<file path="src/rtl/lsu_mem_ctrl.sv">
// ---------------------------------------------------------------------------
// lsu_mem_ctrl
//   Load/store controller between the EX/MEM pipeline register and the
//   word-wide Datamemory block. Byte/halfword/word requests at byte addresses
//   are turned into word accesses. Sub-word stores use read-modify-write, and
//   loads are sign- or zero-extended. While an access is in progress the
//   pipeline is stalled through req_ready.
//
// Ports
//   clk, reset      rising-edge clock, synchronous active-high reset
//   req_valid/ready request handshake (ready high only when idle)
//   req_we          1 = store, 0 = load
//   req_size        00 byte, 01 half, 10 word, 11 illegal
//   req_unsigned    zero-extend loads
//   req_addr        byte address (bits above the memory size are ignored)
//   req_wdata       right-aligned store data
//   resp_valid      one-cycle completion pulse
//   resp_rdata      extended load data; 0 for stores and errors
//   misaligned      error flag, valid with resp_valid
//   MemRead/MemWrite/a/wd/rd  Datamemory interface (rd is combinational)
// ---------------------------------------------------------------------------
module lsu_mem_ctrl #(
  parameter int DM_ADDRESS = 9,
  parameter int DATA_W     = 32
) (
  input  logic                  clk,
  input  logic                  reset,
  input  logic                  req_valid,
  output logic                  req_ready,
  input  logic                  req_we,
  input  logic [1:0]            req_size,
  input  logic                  req_unsigned,
  input  logic [31:0]           req_addr,
  input  logic [DATA_W-1:0]     req_wdata,
  output logic                  resp_valid,
  output logic [DATA_W-1:0]     resp_rdata,
  output logic                  misaligned,
  output logic                  MemRead,
  output logic                  MemWrite,
  output logic [DM_ADDRESS-1:0] a,
  output logic [DATA_W-1:0]     wd,
  input  logic [DATA_W-1:0]     rd
);

  localparam logic [2:0] IDLE   = 3'd0;
  localparam logic [2:0] RD     = 3'd1;
  localparam logic [2:0] RMW_RD = 3'd2;
  localparam logic [2:0] WR     = 3'd3;
  localparam logic [2:0] RESP   = 3'd4;

  localparam logic [1:0] SZ_BYTE = 2'b00;
  localparam logic [1:0] SZ_HALF = 2'b01;
  localparam logic [1:0] SZ_WORD = 2'b10;

  localparam int AW = DM_ADDRESS + 2;  // byte-address bits that reach memory

  logic [2:0]        state_q,  state_d;
  logic [AW-1:0]     addr_q,   addr_d;
  logic [1:0]        size_q,   size_d;
  logic              uns_q,    uns_d;
  logic [DATA_W-1:0] wdata_q,  wdata_d;
  logic [DATA_W-1:0] buf_q,    buf_d;    // word to be written
  logic [DATA_W-1:0] rdata_q,  rdata_d;  // response data
  logic              mis_q,    mis_d;

  // Upper address bits wrap away; they are intentionally not used.
  logic unused_addr_bits;
  assign unused_addr_bits = ^req_addr[31:AW];

  // Request-time alignment / size check.
  logic req_bad;
  assign req_bad = (req_size == 2'b11)
                || (req_size == SZ_HALF && req_addr[0])
                || (req_size == SZ_WORD && req_addr[1:0] != 2'b00);

  // Lane extraction and extension of the word currently on rd.
  logic [7:0]        ld_byte;
  logic [15:0]       ld_half;
  logic [DATA_W-1:0] ld_ext;
  logic [DATA_W-1:0] st_merge;

  always_comb begin
    // NOTE: every combinational output gets a default first so no path
    // leaves it unassigned, which would otherwise infer a latch.
    ld_byte  = rd[{addr_q[1:0], 3'b000} +: 8];
    ld_half  = addr_q[1] ? rd[31:16] : rd[15:0];
    ld_ext   = rd;
    st_merge = rd;
    case (size_q)
      SZ_BYTE: begin
        ld_ext = uns_q ? {24'd0, ld_byte} : {{24{ld_byte[7]}}, ld_byte};
        st_merge[{addr_q[1:0], 3'b000} +: 8] = wdata_q[7:0];
      end
      SZ_HALF: begin
        ld_ext = uns_q ? {16'd0, ld_half} : {{16{ld_half[15]}}, ld_half};
        st_merge[{addr_q[1], 4'b0000} +: 16] = wdata_q[15:0];
      end
      default: ;
    endcase
  end

  always_comb begin
    state_d = state_q;
    addr_d  = addr_q;
    size_d  = size_q;
    uns_d   = uns_q;
    wdata_d = wdata_q;
    buf_d   = buf_q;
    rdata_d = rdata_q;
    mis_d   = mis_q;
    case (state_q)
      IDLE: begin
        if (req_valid) begin
          addr_d  = req_addr[AW-1:0];
          size_d  = req_size;
          uns_d   = req_unsigned;
          wdata_d = req_wdata;
          rdata_d = '0;
          mis_d   = 1'b0;
          if (req_bad) begin
            mis_d   = 1'b1;
            state_d = RESP;
          end else if (!req_we) begin
            state_d = RD;
          end else if (req_size == SZ_WORD) begin
            buf_d   = req_wdata;
            state_d = WR;
          end else begin
            state_d = RMW_RD;
          end
        end
      end
      RD: begin
        rdata_d = ld_ext;
        state_d = RESP;
      end
      RMW_RD: begin
        buf_d   = st_merge;
        state_d = WR;
      end
      WR:      state_d = RESP;
      RESP:    state_d = IDLE;
      default: state_d = IDLE;
    endcase
  end

  // NOTE: sequential state uses non-blocking assignments so every register
  // samples the pre-edge values regardless of statement order.
  always_ff @(posedge clk) begin
    if (reset) begin
      state_q <= IDLE;
      addr_q  <= '0;
      size_q  <= '0;
      uns_q   <= 1'b0;
      wdata_q <= '0;
      buf_q   <= '0;
      rdata_q <= '0;
      mis_q   <= 1'b0;
    end else begin
      state_q <= state_d;
      addr_q  <= addr_d;
      size_q  <= size_d;
      uns_q   <= uns_d;
      wdata_q <= wdata_d;
      buf_q   <= buf_d;
      rdata_q <= rdata_d;
      mis_q   <= mis_d;
    end
  end

  // All outputs decode registered state only.
  assign req_ready  = (state_q == IDLE);
  assign resp_valid = (state_q == RESP);
  assign resp_rdata = resp_valid ? rdata_q : '0;
  assign misaligned = resp_valid & mis_q;
  assign MemRead    = (state_q == RD) || (state_q == RMW_RD);
  assign MemWrite   = (state_q == WR);
  assign a          = addr_q[AW-1:2];
  assign wd         = MemWrite ? buf_q : '0;

endmodule

</file>
<file path="config.mk">
export PLATFORM = sky130hd
export DESIGN_NAME = lsu_mem_ctrl
export DESIGN_NICKNAME = d
export VERILOG_FILES = /design/src/rtl/lsu_mem_ctrl.sv
export SDC_FILE = /design/constraint.sdc
export NUM_CORES = 1
export LEC_CHECK = 0
export ABC_AREA = 0
export CAP_MARGIN = 20
export CORE_MARGIN = 2
export CORE_UTILIZATION = 30
export CTS_BUF_LIST = sky130_fd_sc_hd__clkbuf_16
export CTS_CLUSTER_DIAMETER = 200
export DETAILED_ROUTE_END_ITERATION = 8
export MAX_ROUTING_LAYER = met4
export SLEW_MARGIN = 20
export SYNTH_ARGS = -nofsm -noshare
export SYNTH_HDL_FRONTEND = slang
export SYNTH_SLANG_ARGS = --single-unit
</file>
<file path="constraint.sdc">
create_clock -name clk -period 3.4 [get_ports clk]
set_clock_uncertainty 0.1 [all_clocks]
set_input_delay 0.68 -clock clk [delete_from_list [all_inputs] [get_ports clk]]
set_output_delay 0.68 -clock clk [all_outputs]
set_load 0.005 [all_outputs]
</file>
Yosys cells after proc, flatten, opt, wreduce, memory -nomap -nowiden
Cells that the tools add are included.
{ "word_totals": {"ff_bits": 98, "output_inout_bits": 78, "wordCells": 64} }
{ "classes": {"add_sub_neg": 2, "n_eq_ne": 12, "n_shift": 5, "n_mux": 22, "bitwise_logic": 1, "reduce_logical": 14} }
{ "ops": {"columns": ["cell", "count"], "rows": [
  ["32-bit 2-to-1 mux", 9],
  ["32-bit case mux with 2 select lines", 4],
  ["32-bit bitwise mux", 2],
  ["16-bit by 7-bit variable shift with 32-bit output (first input constant)", 1],
  ["8-bit by 7-bit variable shift with 32-bit output (first input constant)", 1],
  ["16-bit by 7-bit variable part select with 32-bit output", 1],
  ["32-bit by 6-bit variable part select with 8-bit output", 1],
  ["8-bit by 7-bit variable part select with 32-bit output", 1],
  ["16-bit 2-to-1 mux", 1],
  ["5-bit negator with 7-bit output", 2],
  ["3-bit case mux with 3 select lines", 1],
  ["3-bit by 2-bit == test with 1-bit output (second input constant)", 2],
  ["3-bit 2-to-1 mux", 2],
  ["2-bit nonzero test", 3],
  ["5-bit AND reduction", 1],
  ["2-bit by 1-bit == test with 1-bit output (second input constant)", 2],
  ["2-bit == test (second input constant)", 2],
  ["2-bit by 1-bit inequality test with 1-bit output (second input constant)", 2],
  ["2-bit inequality test (second input constant)", 2],
  ["2-bit AND reduction", 2],
  ["3-bit by 1-bit == test with 1-bit output (second input constant)", 1],
  ["3-bit == test (second input constant)", 1],
  ["3-bit logical NOT", 1],
  ["1-bit logical OR", 3],
  ["other kinds (6)", 8]
]} }

Longest topological paths before layout
{ "logic_depth": {"word_depth": 7, "mapped_depth": 10, "mapped_depth_nobuf": 6} }

Worst setup path after synthesis
OpenSTA, ideal clock, no wires.
{ "synth_timing": {"path_type": "reg-to-reg", "from": "register addr_q[0]", "to": "register buf_q[1]", "setup_ps": 101, "arrival_time_ps": 2456, "path_slack_ps": 743, "stages_incl_launch_ff": 11, "n_path_buf": 4, "path_cell_list": "dfxtp_1 > buf_4 > buf_6 > buf_6 > clkinv_1 > ha_1 > clkbuf_1 > or4bb_1 > a21oi_1 > a2111oi_0 > o41ai_1"} }
{ "synth_via": {"elab_chain_cells": 5} }
{ "synth_rtl": {"columns": ["item", "line", "rtl"], "rows": [
  ["start, declared", "58", "logic [AW-1:0] addr_q, addr_d;"],
  ["start signal, assigned", "161", "addr_q <= addr_d;"],
  ["5-bit negator with 7-bit output *", "92", "st_merge[{addr_q[1:0], 3'b000} +: 8] = wdata_q[7:0];"],
  ["8-bit by 7-bit variable part select with 32-bit output or 8-bit by 7-bit variable shift with 32-bit output (tied branches)", "92", null],
  ["32-bit bitwise mux *", "92", null],
  ["32-bit case mux with 2 select lines *", "89", "case (size_q)"],
  ["32-bit case mux with 2 select lines *", "111", "case (state_q)"],
  ["end signal, assigned", "165", "buf_q <= buf_d;"],
  ["end, declared", "62", "logic [DATA_W-1:0] buf_q, buf_d;"]
]} }
Every way passes the cells marked *; elsewhere a longest branch is shown, timed or not.
A chain may end at the register's enable or synchronous reset.

Worst setup path after layout
{ "layout_timing": {"from": "register state_q[0]", "to": "output wd[16]"} }
{ "layout_via": {"elab_chain_cells": 2} }
{ "layout_rtl": {"columns": ["item", "line", "rtl"], "rows": [
  ["start, declared", "57", "logic [2:0] state_q, state_d;"],
  ["start signal, assigned", "160", "state_q <= state_d;"],
  ["3-bit by 2-bit == test with 1-bit output", "177", "assign MemWrite = (state_q == WR);"],
  ["32-bit 2-to-1 mux", "179", "assign wd = MemWrite ? buf_q : '0;"],
  ["end, declared", "41", "output logic [DATA_W-1:0] wd,"]
]} }
Every way passes these cells.

==> results.md <==
* Vias in the first global route at 6100
* PnR worst setup slack at 0.343 ns
* # setup viols final at 0
* First-pass GRT wire length at 35500 um
* Initial antenna violation count at 0
* Die width at 152 um
* Row count at 54
* Post-Synthesis Cells at 794
* Yosys reg bits at 98
* Cell internal pwr at 2.24 mW
* Final ANT Viol Nets at 0
* Final hold slack at 0.351 ns
* Comb pwr share at 0.226
* DR DRC count at 0
* Top_reg_cell synth: dfxtp_1
* Cell Area, Synth at 6540 um^2
* Switching power share of the total at 0.301
* RSZ-0062 raised after global routing: no
* Status: completed
* I/O pin count at 181
* Core ar. at 21600 um^2
* TritonCTS clock tree: yes
* R2R depth at 7
* I/O Buffers at 159
* Critical path origin: state_q[0]$_SDFFE_PP0P_
* Longest Clk Path Bufs at 2
* Gr usage total at 0.209
* Period utilization at 0.899
* Grt ovf at 0
* Post-synth EDFFs at 0
* Leakage power at 2.88 nW
* Clock transition at path regs at 0.07 ns
* Fmax at 0.327 GHz
* Yosys cell types at 64
* Crit start category: register
* Largest net degree at the start of global routing at 53
* Post-CTS Setup Inserts at 0
* Syn Nets at 902
* Total wire length at 23600 um
* Max cap viols at 0
* Vias post-DR at 6594
* Flop2flop setup slack at 0.78 ns
* Post-synthesis sequential area ratio at 0.300
* Area Growth Syn to Fin at 30.6%
* CP arrival at 2.28 ns
* Latest clock arrival within the worst-skew pair at 0.37 ns
* Fraction of layout cells with a size suffix above 1 at 0.108
* Ant diodes at 0
* Setup CP Type: register to output pin
* Max VDD drop at 0.303 mV
* Worst setup endpoint: wd[16]
* Worst flop-to-flop path endpoint: buf_q[10]$_SDFFE_PP0P_
* HPWL Detailed at 16600 um
* Hold crit path type: register to register
* Initial drt markers at 633
* # clock sinks at 98
* Tightest Pin Transition at 0.761 ns
* Die area at 23000 um^2
* Filler instances at 2252
* Post-DR vias/cell at 5.56
* Minimum clock period at 3.06 ns
* Clock Power Share at 0.377
* Reg2reg start: addr_q[0]$_SDFFE_PP0P_
* Final hold violation count at 0
* Hold Buf Count CTS at 0
* Nets at 1009
* Syn Area/Cell at 8.24 um^2
* FFs w/ async S/R, synth at 0
* H-tree depth at 3
* Relative slew slack at 0.480
* DP Worst Slack at 0.680 ns
* Root buf cell: clkbuf_16
* Starting density of the core at 0.302
* P_sw at 0.966 mW
* Critical Path RT at 2.62 ns
* TNS Setup at 0 ns
* 1st-pass router iterations at 5
* TritonCTS buffer count at 9
* RD Place Congestion at 0.903
* Pwr Density at 376 nW/um^2
* Worst Path Max Fanout at 33
* Worst Setup End Kind: output pin
* Synth warn at 0
* Wire per inst at 19.9 um
* Slew Viols, Final at 0
* Flop pwr share at 0.397
* Die height at 152 um
* Post-CTS sizing at 0
-- synth_stat cells, types with 6 or more instances --
cell,instances,share of area
buf_4,13,0.015
a32oi_1,15,0.020
and2_1,66,0.063
nor3_1,6,0.0046
buf_2,26,0.020
nand4b_1,13,0.017
o221ai_1,16,0.021
clkbuf_1,35,0.020
a32o_1,25,0.038
a21oi_1,82,0.063
mux4_2,8,0.028
o21ai_0,23,0.018
buf_1,8,0.0046
o22ai_1,16,0.015
o41ai_2,7,0.017
inv_1,14,0.0080
or3b_2,9,0.012
a22oi_1,20,0.023
a21oi_2,12,0.016
a211o_1,7,0.0094
nor2b_1,15,0.014
nor2_1,27,0.015
dfxtp_1,98,0.30
o41ai_1,6,0.0080
nand2b_1,20,0.019
buf_6,8,0.014
mux2i_1,10,0.015
a211oi_1,8,0.0092
a31oi_1,15,0.014
a2111oi_0,6,0.0080
nand2_1,99,0.057
or2b_1,7,0.0080
-- stage by stage --
stage | power, mW | util | cell area (um^2) | std cells
finish | 3.21 | 0.395 | 8540 | 1186
global route | 3.35 | 0.395 | 8540 | 1186
CTS | 3.22 | 0.395 | 8540 | 1186
detailed placement | 2.01 | 0.379 | 8200 | 1170
global placement | 2.01 | 0.379 | 8200 | 1170
floorplan | 1.73 | - | 6540 | 794
-- cell type report --
cell class / count / area (um^2) / share of cell area
clock inverter: 7 / 118 / 0.0138
sequential: 98 / 1960 / 0.230
multi-input combinational: 589 / 4030 / 0.472
tap: 280 / 350 / 0.0410
inverter: 16 / 60.1 / 0.00703
clock buffer: 9 / 225 / 0.0264
timing repair buffer: 187 / 1800 / 0.210
-- kinds of logic (layout without fill, tap and decap cells) --
logic type / count (synthesis) / after routing / share of synthesized area
muxes: 18 / 18 / 0.0429
AOI/OAI and AO/OA: 272 / 272 / 0.302
DFF: 98 / 98 / 0.300
buffers and inverters: 107 / 219 / 0.0855
adders and majority gates: 5 / 5 / 0.00957
and+or+nand+nor: 294 / 294 / 0.261
-- worst max-delay path, cell delays in order, from the launching register on --
cell and delay [ns]:
dfxtp_1 0.64, nor3b_2 0.26, buf_4 0.30, and2_1 0.18, clkdlybuf4s50_1 0.50
-- layer usage --
layer,vias to the layer above,global-route usage,routed length [um]
met2,274,0.315,10400
met1,3151,0.287,11000
met5,-,-,0
li1,3138,-,-
met3,31,0.0422,1730
met4,0,0.0505,404
-- power by group through the flow --
| stage | Clock, mW | Sequential, mW | Combinational [mW] |
|---|---|---|---|
| final | 1.21 | 1.28 | 0.724 |
| after global routing | 1.28 | 1.28 | 0.788 |
| after CTS | 1.23 | 1.27 | 0.719 |
| after detailed placement | 0 | 1.30 | 0.715 |
| after global placement | 0 | 1.30 | 0.710 |
| after floorplan | 0 | 1.26 | 0.470 |
-- state kept, by name (all words and copies together), names as in the netlist --
| register | count |
|---|---|
| size_q | 2 |
| addr_q | 11 |
| wdata_q | 16 |
| state_q | 3 |
| buf_q | 32 |
| mis_q | 1 |
| rdata_q | 32 |
| uns_q | 1 |
-- layout by cell type, fill, tap and decap left out, drive strengths merged, types with 10 or more instances in the layout --
master / instances
buf: 29
dfxtp: 98
o21ai: 27
inv: 17
o22ai: 16
a21oi: 95
nand4b: 13
a22oi: 20
mux2i: 10
nand2b: 20
and2: 66
a31oi: 15
nor2: 28
or3b: 14
nand2: 99
o221ai: 17
o41ai: 13
a32o: 25
clkdlybuf4s50: 158
nor2b: 15
a32oi: 15
-- how the worst min path moves through the flow --
stage | startpoint | endpoint | slack [ns] | cells after the start
final | rdata_q[3]$_SDFFE_PP0P_ | rdata_q[3]$_SDFFE_PP0P_ | 0.35 | 2
after global placement | buf_q[27]$_SDFFE_PP0P_ | buf_q[27]$_SDFFE_PP0P_ | 0.34 | 1
after global routing | buf_q[24]$_SDFFE_PP0P_ | buf_q[24]$_SDFFE_PP0P_ | 0.37 | 1
after CTS | rdata_q[3]$_SDFFE_PP0P_ | rdata_q[3]$_SDFFE_PP0P_ | 0.35 | 2
after floorplan | mis_q$_SDFFE_PP0P_ | mis_q$_SDFFE_PP0P_ | 0.33 | 2
after detailed placement | rdata_q[3]$_SDFFE_PP0P_ | rdata_q[3]$_SDFFE_PP0P_ | 0.34 | 2
No activity file was read; power rests on OpenSTA's default activity.
